===== config.mk =====
export PLATFORM = sky130hd
export DESIGN_NAME = i2s_rx
export DESIGN_NICKNAME = d
export VERILOG_FILES = /design/src/rtl/i2s_rx.sv
export SDC_FILE = /design/constraint.sdc
export NUM_CORES = 1
export LEC_CHECK = 0
export CAP_MARGIN = 40
export CORE_ASPECT_RATIO = 0.7
export CORE_MARGIN = 10
export CORE_UTILIZATION = 40
export CTS_CLUSTER_DIAMETER = 120
export DETAILED_ROUTE_END_ITERATION = 8
export GPL_ROUTABILITY_DRIVEN = 0
export SKIP_CTS_REPAIR_TIMING = 1
export SYNTH_ARGS = -nofsm -noshare
export SYNTH_HDL_FRONTEND = slang
export SYNTH_SLANG_ARGS = --single-unit

===== constraint.sdc =====
create_clock -name CLK -period 4.1 [get_ports CLK]
set_input_delay 0.41 -clock CLK [delete_from_list [all_inputs] [get_ports CLK]]
set_output_delay 0.41 -clock CLK [all_outputs]
set_load 0.01 [all_outputs]

===== src/rtl/i2s_rx.sv =====
// i2s_rx - I2S slave receiver.
//
// Deserialises a stereo I2S stream (SCLK/LRCLK/SD driven by an external
// codec) into left/right sample pairs presented on a valid/ready port.
// Everything runs on CLK; the serial pins are oversampled through
// SYNC_STAGES-deep synchronisers, so SCLK must not exceed CLK/4.
//
// Optional build macro:
//   I2S_RX_LEFT_JUSTIFIED_EN - left-justified framing (no one-bit delay,
//                              LRCLK high = left). Undefined: standard I2S.
//
// Ports:
//   CLK, RST_N          system clock, async active-low reset
//   ENABLE              receiver enable; low drops back to SYNC
//   I2S_SCLK/LRCLK/SD   serial inputs from the codec
//   OUT_L, OUT_R        published sample pair (left-aligned to WIDTH)
//   OUT_VALID/OUT_READY pair handshake
//   OVERRUN, OVR_CLR    sticky "unread pair overwritten" flag and its clear
//   LOCKED              receiver is aligned to the frame
module i2s_rx #(
    parameter int WIDTH       = 16,
    parameter int SYNC_STAGES = 2
) (
    input  logic             CLK,
    input  logic             RST_N,
    input  logic             ENABLE,
    input  logic             I2S_SCLK,
    input  logic             I2S_LRCLK,
    input  logic             I2S_SD,
    output logic [WIDTH-1:0] OUT_L,
    output logic [WIDTH-1:0] OUT_R,
    output logic             OUT_VALID,
    input  logic             OUT_READY,
    output logic             OVERRUN,
    input  logic             OVR_CLR,
    output logic             LOCKED
);

    localparam int             CW   = $clog2(WIDTH + 1);
    localparam logic [CW-1:0]  WMAX = CW'(WIDTH);
`ifdef I2S_RX_LEFT_JUSTIFIED_EN
    localparam logic LEFT_LVL = 1'b1;
`else
    localparam logic LEFT_LVL = 1'b0;
`endif

    typedef enum logic [1:0] {SYNC, LEFT, RIGHT} state_t;

    logic [SYNC_STAGES-1:0] sclk_sync, lr_sync, sd_sync;
    logic                   sclk_last;
    logic                   sclk_rise;
    logic                   smp_vld, smp_lr, smp_sd;
    logic                   lr_prev, prev_ok;
    logic                   boundary;
    state_t                 state;
    logic [WIDTH-1:0]       sh, sh_nxt, pend_l, word_c;
    logic [CW-1:0]          cnt, cnt_nxt;

    // Left-align a partially received word; unreceived LSBs read as zero.
    function automatic logic [WIDTH-1:0] align(input logic [WIDTH-1:0] s,
                                               input logic [CW-1:0]    n);
        return (n == '0) ? '0 : (s << (WIDTH - int'(n)));
    endfunction

    always_ff @(posedge CLK or negedge RST_N) begin
        if (!RST_N) begin
            sclk_sync <= '0;
            lr_sync   <= '0;
            sd_sync   <= '0;
            sclk_last <= 1'b0;
        end else begin
            sclk_sync <= {sclk_sync[SYNC_STAGES-2:0], I2S_SCLK};
            lr_sync   <= {lr_sync[SYNC_STAGES-2:0],   I2S_LRCLK};
            sd_sync   <= {sd_sync[SYNC_STAGES-2:0],   I2S_SD};
            sclk_last <= sclk_sync[SYNC_STAGES-1];
        end
    end

    assign sclk_rise = sclk_sync[SYNC_STAGES-1] & ~sclk_last;

    // Register the sampled bit once more so the frame logic sees a clean
    // one-cycle strobe with LRCLK/SD captured at the same instant.
    always_ff @(posedge CLK or negedge RST_N) begin
        if (!RST_N) begin
            smp_vld <= 1'b0;
            smp_lr  <= 1'b0;
            smp_sd  <= 1'b0;
        end else begin
            smp_vld <= sclk_rise;
            if (sclk_rise) begin
                smp_lr <= lr_sync[SYNC_STAGES-1];
                smp_sd <= sd_sync[SYNC_STAGES-1];
            end
        end
    end

    // The first edge after reset has no predecessor, so it can never be a
    // boundary; this keeps a stream joined mid-word from locking early.
    assign boundary = smp_vld && prev_ok && (smp_lr != lr_prev);

    always_comb begin
        sh_nxt  = sh;
        cnt_nxt = cnt;
        if (cnt < WMAX) begin
            sh_nxt  = {sh[WIDTH-2:0], smp_sd};
            cnt_nxt = cnt + CW'(1);
        end
    end

`ifdef I2S_RX_LEFT_JUSTIFIED_EN
    assign word_c = align(sh, cnt);
`else
    // The bit on the boundary edge is still the LSB of the outgoing word.
    assign word_c = align(sh_nxt, cnt_nxt);
`endif

    always_ff @(posedge CLK or negedge RST_N) begin
        if (!RST_N) begin
            lr_prev   <= 1'b0;
            prev_ok   <= 1'b0;
            state     <= SYNC;
            LOCKED    <= 1'b0;
            sh        <= '0;
            cnt       <= '0;
            pend_l    <= '0;
            OUT_L     <= '0;
            OUT_R     <= '0;
            OUT_VALID <= 1'b0;
            OVERRUN   <= 1'b0;
        end else begin
            if (OUT_VALID && OUT_READY)
                OUT_VALID <= 1'b0;
            if (OVR_CLR)
                OVERRUN <= 1'b0;

            // LRCLK history is tracked even while disabled so the first
            // boundary after re-enable is a genuine transition.
            if (smp_vld) begin
                lr_prev <= smp_lr;
                prev_ok <= 1'b1;
            end

            if (!ENABLE) begin
                state  <= SYNC;
                LOCKED <= 1'b0;
                sh     <= '0;
                cnt    <= '0;
            end else if (boundary) begin
`ifdef I2S_RX_LEFT_JUSTIFIED_EN
                sh  <= {{(WIDTH-1){1'b0}}, smp_sd};
                cnt <= CW'(1);
`else
                sh  <= '0;
                cnt <= '0;
`endif
                case (state)
                    SYNC: begin
                        if (smp_lr == LEFT_LVL) begin
                            state  <= LEFT;
                            LOCKED <= 1'b1;
                        end
                    end
                    LEFT: begin
                        pend_l <= word_c;
                        state  <= RIGHT;
                    end
                    RIGHT: begin
                        OUT_L     <= pend_l;
                        OUT_R     <= word_c;
                        OUT_VALID <= 1'b1;
                        // A same-cycle READY accepts the old pair instead.
                        if (OUT_VALID && !OUT_READY)
                            OVERRUN <= 1'b1;
                        state <= LEFT;
                    end
                    default: begin
                        state  <= SYNC;
                        LOCKED <= 1'b0;
                    end
                endcase
            end else if (smp_vld) begin
                sh  <= sh_nxt;
                cnt <= cnt_nxt;
            end
        end
    end

endmodule


Word-level counts from Yosys, hierarchy flattened
Index checks and enable logic that the tools add are counted.
{ "classes": {"n_addsub": 2, "n_lt_le_gt_ge": 1, "n_eq_ne": 7, "n_shift": 1, "mux": 26, "n_bitwise": 2, "n_reduce_logical": 12} }
{ "ops": {"columns": ["cell", "n"], "rows": [
  ["16-bit 2-to-1 mux", 5],
  ["16-bit by 32-bit left shift with 16-bit output", 1],
  ["5-bit 2-to-1 mux", 4],
  ["1-bit 2-to-1 mux", 12],
  ["3-bit AND reduction", 3],
  ["2-bit 2-to-1 mux", 3],
  ["2-bit one-hot mux with 3 select lines", 1],
  ["5-bit by 5-bit subtractor with 6-bit output, first input constant", 1],
  ["5-bit by 1-bit adder with 5-bit output, second input constant", 1],
  ["5-bit zero test", 1],
  ["5-bit less-than comparator, second input constant", 1],
  ["1-bit logical AND", 4],
  ["3-bit by 1-bit != test with 1-bit output, second input constant", 1],
  ["3-bit != test, second input constant", 1],
  ["2-bit by 1-bit == test with 1-bit output, second input constant", 1],
  ["2-bit == test, second input constant", 1],
  ["2-bit zero test", 1],
  ["2-bit by 1-bit != test with 1-bit output, second input constant", 1],
  ["2-bit != test, second input constant", 1],
  ["1-bit one-hot mux with 2 select lines", 1],
  ["2-bit AND reduction", 1],
  ["2-bit OR reduction", 1],
  ["1-bit AND", 1],
  ["1-bit zero test", 1],
  ["2 further kinds", 2]
]} }
{ "totals": {"ff_bits": 86, "inputBits": 8, "out_inout_bits": 35, "word_cells": 69} }

Logic depth before layout (Yosys ltp)
Gate-level depths: netlist (run 1).
{ "logic_depth": {"ltp_word": 6, "depth_mapped": 12} }

Worst setup path before layout (run 1)
No wires, ideal clock.
{ "synth_path": {"path_type": "flip-flop to flip-flop", "start": "register cnt[4]", "end": "register OUT_R[15]", "setup_time_ns": 0.127, "arrival_ns": 2.782, "slack_ns": 1.190, "stages_incl_launch_ff": 12, "n_path_buf": 4, "period_less_slack_ns": 2.910, "cell_sequence": "dfrtp_1 > buf_4 > buf_4 > buf_4 > mux2i_1 > ha_1 > xnor3_1 > buf_4 > mux2i_1 > mux2i_1 > o32ai_1 > mux2_1"} }
{ "synth_via": {"elab_chain_cells": 5} }
{ "synth_rtl": {"columns": ["item", "line", "text"], "rows": [
  ["from (decl)", "57", "logic [CW-1:0] cnt, cnt_nxt;"],
  ["from (signal assigned)", "183", "cnt <= cnt_nxt;"],
  ["5-bit by 1-bit adder with 5-bit output or 5-bit less-than comparator (tied branches)", "106, 104", null],
  ["5-bit 2-to-1 mux", "104", "if (cnt < WMAX) begin"],
  ["5-bit by 5-bit subtractor with 6-bit output", "62", "return (n == '0) ? '0 : (s << (WIDTH - int'(n)));"],
  ["16-bit by 32-bit left shift with 16-bit output", "62", null],
  ["16-bit 2-to-1 mux *", "62", null],
  ["to (signal assigned)", "169", "OUT_R <= word_c;"],
  ["to (decl)", "31", "output logic [WIDTH-1:0] OUT_R,"]
]} }
Every way passes the cells marked *; elsewhere a longest branch is shown, timed or not.
A chain may end at the register's enable or synchronous reset.

Worst setup path after layout (run 1)
{ "layout_path": {"start": "register cnt[0]", "end": "register pend_l[13]"} }
{ "layout_via": {"elab_chain_cells": 5} }
{ "layout_rtl": {"columns": ["item", "line", "text"], "rows": [
  ["5-bit by 1-bit adder with 5-bit output or 5-bit less-than comparator (tied branches)", "106, 104", null],
  ["5-bit 2-to-1 mux", "104", null],
  ["5-bit by 5-bit subtractor with 6-bit output", "62", null],
  ["16-bit by 32-bit left shift with 16-bit output", "62", null],
  ["16-bit 2-to-1 mux *", "62", null],
  ["to (signal assigned)", "164", "pend_l <= word_c;"],
  ["to (decl)", "56", "logic [WIDTH-1:0] sh, sh_nxt, pend_l, word_c;"]
]} }
Marked as above.

==> summary.md, run 1 <==
| Metric | Value |
|---|---|
| Initial DRC Count | just over 200 |
| Hold Vio Cnt, Final | 0 |
| Top FF cell, synth | dfrtp_1 |
| Reg-to-reg slack, setup | around 0.77 ns |
| Placed wire-length estimate | 7.02 mm |
| Multi-input gate area | 2180 sq um |
| Critical Path End Type | flop |
| RSZ-0062 raised after global routing | no |
| Final setup violation count | 0 |
| Die footprint | around 16000 sq um |
| Final worst path period share | 0.811 |
| Clk_lat worst skew | approximately 0.34 ns |
| Max Freq | about 300 MHz |
| Number of global-route vias before repair | approximately 3000 |
| GRT Total Usage | 0.126 |
| Slowest cell delay on critical path | roughly 0.70 ns |
| Yosys warns | 0 |
| DR vias | 3045 |
| I/O pin total | 43 |
| Final routed DRC violation total | 0 |
| Sinks on Clock Net | 86 |
| Wire per inst | about 17 microns |
| Port Buf Inserts | 42 |
| Netlist cell types | between 50 and 60 |
| Final Critical Period | about 3.3 ns |
| Area grow syn2layout | 19.1% |
| Slew Limit Fails | 0 |
| Most frequent CP cell | ha_1 |
| Worst-case clock buffer depth | 2 |
| Ant diodes | 0 |
| Num rows | 32 |
| Root Buffer | clkbuf_16 |
| Die W | 146 microns |
| Fillers | 1006 |
| Sw Pwr | 447 uW |
| R2r worst-path depth | 8 |
| Max IR drop VDD | roughly 0.22 mV |
| First-pass GRT wire length | between 15 and 20 mm |
| Power density cells | 351 nW/um^2 |
| Crit Path Category | reg2reg |
| Detail Route Antenna Nets | 0 |
| Switch share | 0.239 |
| Syn Inst Count | between 300 and 400 |
| Worst Hold Class | in2async |
| Required time worst endpoint | 4.38 ns |
| Cell Area, Synth | 4470 sq um |
| TNS Setup | 0 ns |
| Post-Syn Area per Cell | roughly 12 sq um |
| H-tree depth | 3 |
| Post-synthesis net count | about 380 |
| Rel. slew slack | 0.530 |
| Number of synthesized flops with an enable pin | 0 |
| Chip height | 108 microns |
| Largest net degree at the start of global routing | between 40 and 50 |
| Power share of the sequential group | 0.471 |
| Comb pwr share | 0.103 |
| Startpoint type of the worst setup path | flop |
| Detailed Routing Iterations Pass 1 | 5 |
| Max-cap violations | 0 |
| Total Power | 1.87 mW |
| Leak | 2.41 nW |
| Skew final | approximately 0.005 ns |
| Storage cell area | 2150 sq um |
| Worst Setup SP | cnt[0] |
| Clk pin slew, worst setup/hold paths | about 0.060 ns |
| Slowest-stage cell, CP | xnor3_1 |
| Core ar. | around 11000 sq um |
| Final net count | roughly 420 |
| Crit Reg-Reg Endpoint | pend_l[13] |
| Worst r2r src | cnt[0] |
| Post-synthesis async set-or-reset flop share | 1.00 |
| Register area share after synthesis | 0.481 |
| Initial core utilization | 0.408 |
| CP Data Arrival Time | about 3.6 ns |
| CTS tree | yes |
| Num CTS Buffers | 9 |
| Number of synthesized register bits | between 80 and 90 |
| Initial antenna violation count | 0 |
| CP Max Fanout | 16 |
| CP Cell Sequence | ha_1, mux2i_1, ha_1, xnor3_1, mux4_2, o21bai_1, a21oi_1, mux2_2 |
| Routed WL | 9.71 mm |
| Vias per cell | between 5 and 6 |
| Layout cells sized above 1 | 0.210 |
| Status | finished, final reports clean |
| Congestion Overflow GR | 0 |
| Clock share of power | 0.426 |
| Worst Max-Slew Pin Slew | between 0.7 and 0.8 ns |
| Pint | 1.42 mW |
-- power groups by stage --
stage	Sequential, mW	Clock (mW)	Combinational, mW
final	0.882	0.797	0.192
after global routing	0.883	0.869	0.212
after CTS	0.882	0.824	0.193
after detailed placement	0.897	0	0.192
after global placement	0.896	0	0.186
after floorplan	0.891	0	0.138
-- area by class of cell --
cell class	instances	share of cell area
Multi-Input combinational cell	253	0.410
Sequential cell	86	0.404
Timing Repair Buffer	48	0.0893
Clock buffer	11	0.0456
Tap cell	153	0.0360
Clock inverter	4	0.00893
Inverter	8	0.00564
-- worst max path at each step --
stage                  to  depth (start not counted)
6_report       pend_l[13]                          8
5_1_grt        pend_l[14]                          8
4_1_cts        pend_l[13]                          8
3_5_place_dp   pend_l[13]                          8
3_3_place_gp    OUT_R[13]                          8
2_1_floorplan   OUT_R[15]                         11
-- registers in the layout (all words and copies together), names as in the netlist, 2 cells and up --
name	flops
sh	16
pend_l	16
OUT_R	16
OUT_L	16
lr_sync	2
sd_sync	2
cnt	5
state	2
sclk_sync	2
-- kinds of logic (layout without fill, tap and decap cells) --
logic type	Yosys count	in the layout	synth area share
AOI/OAI and AO/OA	74	74	0.131
xor gates and xnor gates	9	9	0.0255
adders and majority gates	7	7	0.0196
buffers and inverters	29	71	0.0313
DFF	86	86	0.481
muxes	86	86	0.215
and+or+nand+nor	77	77	0.0965
-- routing by layer --
| metal | share of wire | track usage | vias up | wire (microns) |
|---|---|---|---|---|
| li1 | - | - | 1437 | - |
| met3 | 0.060 | 0.0413 | 11 | 587 |
| met4 | 0.011 | 0.0427 | 0 | 109 |
| met1 | 0.52 | 0.183 | 1512 | 5040 |
| met5 | 0 | 0 | - | 0 |
| met2 | 0.41 | 0.170 | 85 | 3970 |
-- synth_stat cells, drive strengths merged, types with 2 or more instances --
| cell | instances | area, sq um |
|---|---|---|
| xnor2 | 2 | 17.5 |
| nor4b | 2 | 23.8 |
| nand2b | 2 | 12.5 |
| o211ai | 6 | 45.0 |
| mux4 | 3 | 67.6 |
| and2 | 8 | 50.1 |
| nor2 | 14 | 55.1 |
| nand3b | 2 | 15.0 |
| a22o | 17 | 149 |
| o21ai | 10 | 53.8 |
| nand3 | 4 | 20.0 |
| mux2i | 32 | 320 |
| o22ai | 3 | 18.8 |
| xor2 | 5 | 51.3 |
| a21o | 2 | 15.0 |
| mux2 | 51 | 574 |
| clkbuf | 14 | 52.6 |
| ha | 7 | 87.6 |
| buf | 7 | 57.6 |
| nand4b | 2 | 17.5 |
| nand4 | 2 | 12.5 |
| a21oi | 7 | 35.0 |
| nor2b | 7 | 51.3 |
| dfrtp | 86 | 2150 |
| o221ai | 2 | 17.5 |
| o2111ai | 3 | 26.3 |
| and3 | 2 | 12.5 |
| or4 | 2 | 15.0 |
| nor3 | 2 | 10.0 |
| o31ai | 13 | 97.6 |
| nand2 | 24 | 90.1 |
| inv | 7 | 26.3 |
| xnor3 | 2 | 45.0 |
-- stage by stage --
step,hold WS (ns),setup slack (ns),instances,util,instance area [sq um]
final,0.0585,0.775,563,0.485,5320
after global routing,0.0968,0.553,563,0.485,5320
after CTS,0.0745,0.793,563,0.485,5320
after detailed placement,0.336,0.797,548,0.459,5030
after global placement,0.336,0.921,547,0.457,5010
after floorplan,0.114,1.19,368,-,4470
-- critical path: cells and delay by family, from the launching register on --
| kind | cells | cell delay [ns] |
|---|---|---|
| xor gates and xnor gates | 1 | 0.70 |
| DFF | 1 | 0.64 |
| AOI/OAI and AO/OA | 2 | 0.35 |
| muxes | 3 | 0.96 |
| adders and majority gates | 2 | 0.61 |
-- cell usage in the layout (no fill, tap or decap), types with 4 or more instances in the layout --
cell             instances
o31ai_1                 13
nor2_1                  13
o21ai_0                  8
mux2i_1                 32
clkbuf_16                9
and2_1                   8
nor2b_1                  6
ha_1                     7
mux2_2                  50
buf_4                    6
o211ai_1                 6
clkdlybuf4s50_1         41
nand2_1                 24
a21oi_1                  7
inv_1                    6
xor2_1                   4
a22o_1                  17
dfrtp_1                 86
Note: power is estimated with default switching activity, not from simulation.
==> run 2: changes to the inputs <==
Clock period 4.1 ns to 2.7 ns, I/O delays scaled along.
==> run 2 against run 1 <==
Effect of this change:
- cell area is 5.5% higher
- clock-buffer cell count is 1 higher
- critical path depth stayed put
- non-clock buffer count is 27 higher
==> summary.md, run 2 (same netlist as run 1, synthesis figures left out) <==
| Metric | Value |
|---|---|
| Worst-case clock buffer depth | 2 |
| Fillers | between 1000 and 1500 |
| Rel. slew slack | 0.616 |
| Final worst path period share | 0.951 |
| Die footprint | ~16000 sq um |
| Worst Max-Slew Pin Slew | about 0.58 ns |
| Clk_lat worst skew | approximately 0.33 ns |
| Area grow syn2layout | 25.6% |
| Final Cell Area | 5620 sq um |
| Ant diodes | 0 |
| Port Buf Inserts | between 40 and 50 |
| Leak | roughly 2.5 nW |
| Num rows | 32 |
| Max-cap violations | 0 |
| Chip height | 108 microns |
| Initial core utilization | 0.408 |
| Skew final | 0.00493 ns |
| Total Power | 2.89 mW |
| Core ar. | around 11000 sq um |
| Max IR drop VDD | 0.348 mV |
| Vias per cell | between 5 and 6 |
| Critical Path End Type | flop |
| Required time worst endpoint | 2.90 ns |
| CP Data Arrival Time | 2.77 ns |
| Number of global-route vias before repair | around 3200 |
| Power share of the sequential group | 0.462 |
| Crit Path Category | reg2reg |
| GRT Total Usage | 0.134 |
| Detail Route Antenna Nets | 0 |
| Layout cells sized above 1 | 0.282 |
| I/O pin total | 43 |
| Num CTS Buffers | 9 |
| Switch share | 0.244 |
| Wire per inst | roughly 18 microns |
| DR vias | 3150 |
| Max Freq | roughly 400 MHz |
| Congestion Overflow GR | 0 |
| Comb pwr share | 0.123 |
| Most common cell after layout, fill and taps aside | dfrtp_1 |
| Worst Hold Class | reg2reg |
| Final routed DRC violation total | 0 |
| First-pass GRT wire length | between 15 and 20 mm |
| Metal-1 WL | ~5.3 mm |
| Top routing layer in use | met4 |
| Startpoint type of the worst setup path | flop |
| Final Critical Period | about 2.6 ns |
| Initial antenna violation count | 0 |
| R2r worst-path depth | 8 |
| H-tree depth | 3 |
| Detailed Routing Iterations Pass 1 | 4 |
| Met2 wire length | 4.36 mm |
| Slew Limit Fails | 0 |
| Final setup violation count | 0 |
| CP Max Fanout | 6 |
| Routed WL | around 10 mm |
| Most frequent cells in the layout | dfrtp_1 (86), mux2_2 (50), clkdlybuf4s50_1 (41), buf_4 (31), mux2i_1 (28) |
| Met3 routed WL | 643 microns |
| Hold Vio Cnt, Final | 0 |
| Final net count | around 450 |
| Placed inst area | around 5200 sq um |
| Status | finished, final reports clean |
| Worst r2r src | cnt[0] |
| Pint | about 2.2 mW |
| Die W | ~150 microns |
| Placed wire-length estimate | about 7.5 mm |
| TNS Setup | 0 ns |
| Initial DRC Count | slightly below 200 |
| Power density cells | slightly above 500 nW/um^2 |
| Clock share of power | 0.415 |
| CTS tree | yes |
| Sw Pwr | between 700 and 800 uW |
| Clk pin slew, worst setup/hold paths | approximately 0.06 ns |
| Root Buffer | clkbuf_16 |
| Hold path start | sclk_sync[0] |
| Worst Setup SP | cnt[0] |
| Sinks on Clock Net | 86 |
| Hold Crit Depth | 0 |
| Largest net degree at the start of global routing | 45 |
[run 2: changes by cell type in the layout (fill, tap and decap cells not counted), sizes merged]
cell / previous run / this run
buf: 7 / 33
clkbuf: 11 / 12
dlygate4sd3: 0 / 1
xnor3: 2 / 3
[run 2: path summary, 6_finish.rpt]
check,end,slack (ns)
setup / recovery,pend_l[12],0.13
hold / removal,sclk_sync[1],0.35
setup reg to reg,pend_l[12],0.13
hold reg to reg,sclk_sync[1],0.35
max in group asynchronous,sh[11],1.59
min in group asynchronous,cnt[3],0.48
[run 2: power groups by stage]
stage / registers (mW) / clock network [mW] / logic, mW
after floorplan: 1.35 / 0 / 0.211
after global routing: 1.34 / 1.29 / 0.391
after global placement: 1.36 / 0 / 0.328
final: 1.33 / 1.20 / 0.355
after CTS: 1.33 / 1.23 / 0.339
after detailed placement: 1.36 / 0 / 0.337
[run 2: layout make-up]
type / count / area (sq um) / share of cell area
Inverter: 8 / 30.0 / 0.00535
Tap cell: 153 / 191 / 0.0341
Sequential cell: 86 / 2150 / 0.383
Timing Repair Buffer: 75 / 684 / 0.122
Clock inverter: 4 / 47.5 / 0.00847
Clock buffer: 12 / 236 / 0.0421
Multi-Input combinational cell: 254 / 2270 / 0.405
[run 2: through the flow]
| stage | worst slack, ns | std cells | hold slack, ns | util |
|---|---|---|---|---|
| finish | 0.133 | 592 | 0.346 | 0.512 |
| detailed placement | 0.0338 | 570 | 0.310 | 0.475 |
| global placement | 0.114 | 569 | 0.336 | 0.473 |
| global route | -0.00513 | 592 | 0.358 | 0.512 |
| CTS | 0.0165 | 586 | -0.0457 | 0.500 |
| floorplan | 0.0215 | 368 | -0.0256 | - |
[run 2: per-layer routing]
metal	GRT usage	vias up
met1	0.192	1570
li1	-	1500
met4	0.0335	0
met3	0.0388	12
met5	0	-
met2	0.193	68
[run 2: worst max-delay path: stages, from the launching register on]
cell and delay (ns):
dfrtp_1 0.41, ha_4 0.25, mux2i_1 0.18, ha_2 0.27
xnor3_2 0.36, mux2i_2 0.20, mux4_2 0.49, nand4b_1 0.15
o211ai_1 0.11
